File: config.mk
export PLATFORM = sky130hd
export DESIGN_NAME = reg_40xx_wr_port_ctrl
export DESIGN_NICKNAME = d
export VERILOG_FILES = /design/src/rtl/reg_40xx_wr_port_ctrl_pkg.sv /design/src/rtl/reg_40xx_wr_port_ctrl_rr_arb.sv /design/src/rtl/reg_40xx_wr_port_ctrl.sv
export SDC_FILE = /design/constraint.sdc
export NUM_CORES = 1
export LEC_CHECK = 0
export CORE_MARGIN = 2
export CORE_UTILIZATION = 49
export CTS_BUF_LIST = sky130_fd_sc_hd__clkbuf_8
export DETAILED_ROUTE_END_ITERATION = 10
export PLACE_DENSITY = 0.83
export SLEW_MARGIN = 20
export SYNTH_ARGS = -nofsm -noshare
export SYNTH_HDL_FRONTEND = slang
export SYNTH_SLANG_ARGS = --single-unit
File: constraint.sdc
create_clock -name clk -period 4.1 [get_ports clk]
set_clock_uncertainty 0.1 [all_clocks]
set_input_delay 0.82 -clock clk [delete_from_list [all_inputs] [get_ports clk]]
set_output_delay 0.82 -clock clk [all_outputs]
set_load 0.03 [all_outputs]
File: src/rtl/reg_40xx_wr_port_ctrl_pkg.sv
// Shared constants, state encoding and a small modulo-3 helper for the
// 40-entry register file write-port controller.
package reg_40xx_wr_port_ctrl_pkg;

  localparam int NUM_ENTRIES = 40;
  localparam int ADDR_W      = 6;
  localparam int NUM_REQ     = 3;

  // Highest legal entry address; also the final address of the clear walk.
  localparam logic [ADDR_W-1:0] LAST_ADDR = ADDR_W'(NUM_ENTRIES - 1);

  typedef enum logic {
    ST_IDLE  = 1'b0,
    ST_CLEAR = 1'b1
  } state_t;

  // Reduce a value in 0..5 to 0..2 (one conditional subtract of 3).
  function automatic logic [1:0] wrap3(input logic [2:0] v);
    logic [2:0] t;
    t = (v >= 3'd3) ? v - 3'd3 : v;
    return t[1:0];
  endfunction

endpackage

File: src/rtl/reg_40xx_wr_port_ctrl_rr_arb.sv
// Three-way round-robin arbiter: grants the first requesting index at or
// after ptr, wrapping modulo 3. Purely combinational.
module rr_arb_3
  import reg_40xx_wr_port_ctrl_pkg::*;
(
  input  logic [NUM_REQ-1:0] req,
  input  logic [1:0]         ptr,
  output logic [NUM_REQ-1:0] grant,
  output logic [1:0]         gnt_idx
);

  logic [1:0] ptr_s;
  logic [1:0] idx;
  logic       found;

  // ptr value 3 is unused; treat it as 0 so the search order stays defined.
  assign ptr_s = (ptr == 2'd3) ? 2'd0 : ptr;

  // Scan ptr, ptr+1, ptr+2 (mod 3) and take the first set request.
  always_comb begin
    grant   = '0;
    gnt_idx = '0;
    idx     = '0;
    found   = 1'b0;
    for (int k = 0; k < NUM_REQ; k++) begin
      idx = wrap3({1'b0, ptr_s} + 3'(k));
      if (!found && req[idx]) begin
        grant[idx] = 1'b1;
        gnt_idx    = idx;
        found      = 1'b1;
      end
    end
  end

endmodule

File: src/rtl/reg_40xx_wr_port_ctrl.sv
// Write-port controller for a 40-entry register file: shares the single
// write port between three requesters and runs a hardware zero-clear walk.
module reg_40xx_wr_port_ctrl
  import reg_40xx_wr_port_ctrl_pkg::*;
#(
  parameter int WIDTH = 1
) (
  input  logic                       clk,
  input  logic                       rst,
  input  logic                       clear_req,
  output logic                       clear_busy,
  input  logic [NUM_REQ-1:0]         req_en,
  input  logic [NUM_REQ*ADDR_W-1:0]  req_addr,
  input  logic [NUM_REQ*WIDTH-1:0]   req_data,
  output logic [NUM_REQ-1:0]         req_ack,
  output logic                       addr_err,
  output logic                       wr_en,
  output logic [ADDR_W-1:0]          wr_addr,
  output logic [WIDTH-1:0]           wr_data
);

  state_t             state;
  state_t             state_nxt;
  logic [ADDR_W-1:0]  clr_cnt;
  logic [1:0]         rr_ptr;
  logic [NUM_REQ-1:0] arb_req;
  logic [NUM_REQ-1:0] grant;
  logic [1:0]         gnt_idx;
  logic               grant_valid;
  logic [ADDR_W-1:0]  gnt_addr;
  logic [WIDTH-1:0]   gnt_data;
  logic               addr_ok;
  logic               clear_last;

  // Requests only compete while idle; a clear request in the same cycle wins.
  assign arb_req     = (state == ST_IDLE && !clear_req && !rst) ? req_en : '0;
  assign grant_valid = |grant;
  assign req_ack     = grant;
  assign clear_busy  = (state == ST_CLEAR);
  assign clear_last  = (clr_cnt == LAST_ADDR);
  assign addr_ok     = (gnt_addr <= LAST_ADDR);

  rr_arb_3 u_arb (
    .req     (arb_req),
    .ptr     (rr_ptr),
    .grant   (grant),
    .gnt_idx (gnt_idx)
  );

  // Select the winning requester's address and data.
  always_comb begin
    gnt_addr = req_addr[ADDR_W-1:0];
    gnt_data = req_data[WIDTH-1:0];
    case (gnt_idx)
      2'd1: begin
        gnt_addr = req_addr[2*ADDR_W-1:ADDR_W];
        gnt_data = req_data[2*WIDTH-1:WIDTH];
      end
      2'd2: begin
        gnt_addr = req_addr[3*ADDR_W-1:2*ADDR_W];
        gnt_data = req_data[3*WIDTH-1:2*WIDTH];
      end
      default: ;
    endcase
  end

  // State register.
  always_ff @(posedge clk or posedge rst) begin
    if (rst) state <= ST_IDLE;
    else     state <= state_nxt;
  end

  // Next state: enter CLEAR on request, leave after issuing the last entry.
  always_comb begin
    state_nxt = state;
    case (state)
      ST_IDLE:  if (clear_req)  state_nxt = ST_CLEAR;
      ST_CLEAR: if (clear_last) state_nxt = ST_IDLE;
      default:  state_nxt = ST_IDLE;
    endcase
  end

  // Write-port registers, clear counter and round-robin pointer.
  always_ff @(posedge clk or posedge rst) begin
    if (rst) begin
      wr_en    <= 1'b0;
      wr_addr  <= '0;
      wr_data  <= '0;
      addr_err <= 1'b0;
      clr_cnt  <= '0;
      rr_ptr   <= '0;
    end else if (state == ST_CLEAR) begin
      wr_en    <= 1'b1;
      wr_addr  <= clr_cnt;
      wr_data  <= '0;
      addr_err <= 1'b0;
      clr_cnt  <= clear_last ? '0 : clr_cnt + 1'b1;
    end else if (grant_valid) begin
      rr_ptr <= wrap3({1'b0, gnt_idx} + 3'd1);
      if (addr_ok) begin
        wr_en    <= 1'b1;
        wr_addr  <= gnt_addr;
        wr_data  <= gnt_data;
        addr_err <= 1'b0;
      end else begin
        wr_en    <= 1'b0;
        addr_err <= 1'b1;
      end
    end else begin
      wr_en    <= 1'b0;
      addr_err <= 1'b0;
    end
  end

endmodule

==> results.py <==
metrics = {
    "clocking": {
        "htree_levels": 1,
        "holdBufCountCts": 0,
        "clock_latency_ps": 250,
        "path_clk_slew_ps": 60,
        "cts_made_buffers": 3,
        "clock-sinks": 18,
        "root_buffer": "clkbuf_8",
        "clk_path_buf_depth": 2,
        "tritoncts": "yes",
    },
    "logic_synthesis": {
        "postSynthCellCount": 164,
        "synth_top_family_by_area": "compound AO/OA/AOI/OAI gates",
        "synth_top_area_cell": "dfrtp_1",
        "yosysMostFrequentCell": "dfrtp_1",
        "synth-simple-area-share_pct": 22.5,
        "post_synth_num_cell_types": 44,
        "synth_xor_area_share_pct": 1.94,
        "ys.warnings.count": 0,
        "synth_compound_area_share_pct": 27.3,
        "synth_adder_area_share_pct": 7.39,
        "synthTopCellsByCount": "dfrtp_1 (18), nand2_1 (17), o21ai_0 (17)",
        "synth_area_mm2": 0.00135,
        "ys_seq_area_share_pct": 33.3,
        "yosys.area.top_type_share_pct": 33.3,
        "synth_top_flop_cell": "dfrtp_1",
        "synthMuxAreaShare_pct": 2.31,
        "synth_seq_cells": 18,
        "synth_edf_count": 0,
        "synthArstFlopShare_pct": 100,
        "synth_nets": 199,
        "synth.area.top_cells": "dfrtp_1 (33%), ha_1 (7.4%), o21ai_0 (6.3%), a22oi_1 (5.0%), nand2_1 (4.7%)",
        "avgSynthCellArea_um2": 8.25,
    },
    "hold_path": {
        "hold_path_startpoint": "wr_addr[5]$_DFFE_PP0P_",
        "hp-class": "reg -> reg",
    },
    "layout": {
        "fin_nets": 241,
        "final_cells": 236,
        "diodes": 0,
        "area_growth_pct": 35.8,
        "drive_above_1_share_pct": 8.29,
    },
    "drt": {
        "finalWirelength_um": 3660,
        "ant_nets": 0,
        "dr.max_layer_used": "met4",
        "drt_first_pass_iters": 4,
        "met3_length_um": 141,
        "via_per_inst": 5.94,
        "drtIter0Drc": 47,
        "drcViolationCount": 0,
        "met1_length_um": 1480,
        "routedWlPerCell_um": 15.5,
        "via_count": 1403,
        "met2_length_um": 1910,
    },
    "critical_path": {
        "reg2reg_slack_ps": 830,
        "crit_path_end": "req_ack[1]",
        "reg2reg_depth": 15,
        "start_kind": "primary input",
        "cp_max_fo": 5,
        "end_kind": "primary output",
        "crit_type": "in -> out",
        "startpoint": "req_en[0]",
        "r2r-end": "wr_addr[0]$_DFFE_PP0P_",
        "cp.arrival_ps": 2800,
        "slowest_delay_ps": 550,
        "required_ps": 3180,
        "cp_cell_sequence": "clkdlybuf4s50_1 -> nor4bb_1 -> a31oi_1 -> or3b_2 -> a21oi_2 -> dlymetal6s2s_1",
        "slowest_stage": "clkdlybuf4s50_1",
        "regToRegStartpoint": "rr_ptr[1]$_DFFE_PP0P_",
    },
    "run": {
        "cap_violations": 0,
    },
    "power": {
        "power_density_mw_per_mm2": 488,
        "internal_power_uw": 532,
        "p_sw_uw": 365,
        "ir_worst_vdd_mv": 0.540,
        "clkPwrFrac_pct": 16.0,
        "p_comb_share_pct": 49.2,
        "p_seq_share_pct": 34.8,
        "p_leak_uw": 0.000763,
        "swShare_pct": 40.7,
    },
    "floorplan": {
        "start_util_pct": 50.4,
        "num_rows": 19,
        "core_mm2": 0.00269,
        "die_h_um": 56.6,
        "ioPinCount": 40,
        "die_w_um": 56.6,
        "dieArea_mm2": 0.00320,
    },
    "global_routing": {
        "grt_max_degree": 25,
        "grt_pass1_wl_um": 6000,
        "antenna_found_initial": 0,
        "track_usage_pct": 23.7,
        "grt_pass1_vias": 1364,
        "overflow": 0,
    },
    "outcome": {
        "status": "finished clean",
    },
    "sta": {
        "max_freq_ghz": 0.269,
        "period_minus_slack_ps": 3720,
        "rsz0062_at_grt": "no",
        "finalCritPeriodShare_pct": 90.7,
        "max-slew-margin-rel_pct": 54.6,
        "finalSetupViolations": 0,
        "worst_pin_slew_ps": 672,
        "slew_violations": 0,
        "hold_viol": 0,
        "final.setup.tns_ps": 0,
    },
    "placed_design": {
        "dp_cells": 232,
        "portBuffers": 39,
        "routabilityCongestion": 1.02,
        "hpwl_um": 2870,
    },
}
[how the worst min path moves through the flow]
stage,to,slack [ps],cells after the start
6_report,wr_addr[5]$_DFFE_PP0P_,400,1
5_1_grt,clr_cnt[4]$_DFFE_PP0P_,460,1
4_1_cts,wr_addr[5]$_DFFE_PP0P_,410,1
3_5_place_dp,wr_addr[5]$_DFFE_PP0P_,390,1
3_3_place_gp,wr_addr[5]$_DFFE_PP0P_,390,1
2_1_floorplan,clr_cnt[4]$_DFFE_PP0P_,390,1
[registers in the layout, summed over array words and instances (netlist names)]
name,flops
wr_addr,6
wr_data,1
clr_cnt,6
addr_err,1
clear_busy,1
wr_en,1
rr_ptr,2
[cells by family after synthesis]
| family | count (synthesis) |
|---|---|
| xor gates and xnor gates | 3 |
| buffers and inverters | 15 |
| DFF | 18 |
| and+or+nand+nor | 58 |
| muxes | 3 |
| AOI/OAI and AO/OA | 59 |
| adders and majority gates | 8 |
[through the flow]
| step | util (%) | instance area [um2] | worst slack (ps) | total power [uW] | hold WS (ps) |
|---|---|---|---|---|---|
| after floorplan | - | 1350 | 961 | 593 | 387 |
| after global placement | 66.2 | 1780 | 111 | 738 | 390 |
| after detailed placement | 66.2 | 1780 | 17.0 | 752 | 390 |
| after CTS | 68.2 | 1830 | 12.8 | 898 | 412 |
| after global routing | 68.4 | 1840 | 168 | 954 | 460 |
| final | 68.4 | 1840 | 383 | 897 | 405 |
[cells in the final DEF, fill, tap and decap left out, types with 2 or more instances in the layout]
cell	n
a211oi_1	2
a21oi_1	12
a21oi_2	2
a22oi_1	9
a31oi_1	4
and3_1	2
buf_4	5
clkbuf_8	4
clkdlybuf4s50_1	37
dfrtp_1	18
dlymetal6s2s_1	2
ha_1	8
inv_1	8
mux2i_1	2
nand2_1	17
nand2b_1	4
nand3_1	3
nand3b_1	2
nand4_1	3
nor2_1	12
nor2b_1	3
nor3_1	4
o21ai_0	17
o21ai_1	2
o22ai_1	2
or3_1	2
xnor2_1	2
[layout make-up]
| class | count | area [um2] |
|---|---|---|
| fill | 229 | 848 |
| multi-input combinational | 131 | 831 |
| sequential | 18 | 450 |
| timing repair buffer | 44 | 433 |
| clock buffer | 4 | 55.1 |
| tap | 31 | 38.8 |
| inverter | 8 | 30.0 |
[power groups by stage]
stage / sequential [uW] / clock, uW / combinational [uW]
floorplan: 361 / 0 / 232
global route: 323 / 149 / 481
global placement: 309 / 0 / 429
detailed placement: 315 / 0 / 438
finish: 312 / 143 / 441
CTS: 312 / 144 / 442
[layer usage]
metal / up-vias / track usage [%]
li1: 679 / -
met1: 649 / 26.2
met2: 61 / 43.2
met3: 14 / 2.53
met4: 0 / 13.9
met5: - / 0
[critical path: cells and delay by family]
family | cells | cell delay, ps
buffers and inverters | 2 | 870
AOI/OAI and AO/OA | 2 | 280
and+or+nand+nor | 2 | 830
[timing repair]
| action | CTS | global route |
|---|---|---|
| setup endpoints to repair | 0 | 2 |
| gates resized for setup | 0 | 2 |
| setup buffers | 0 | 0 |
No activity file was read; power rests on OpenSTA's default activity.
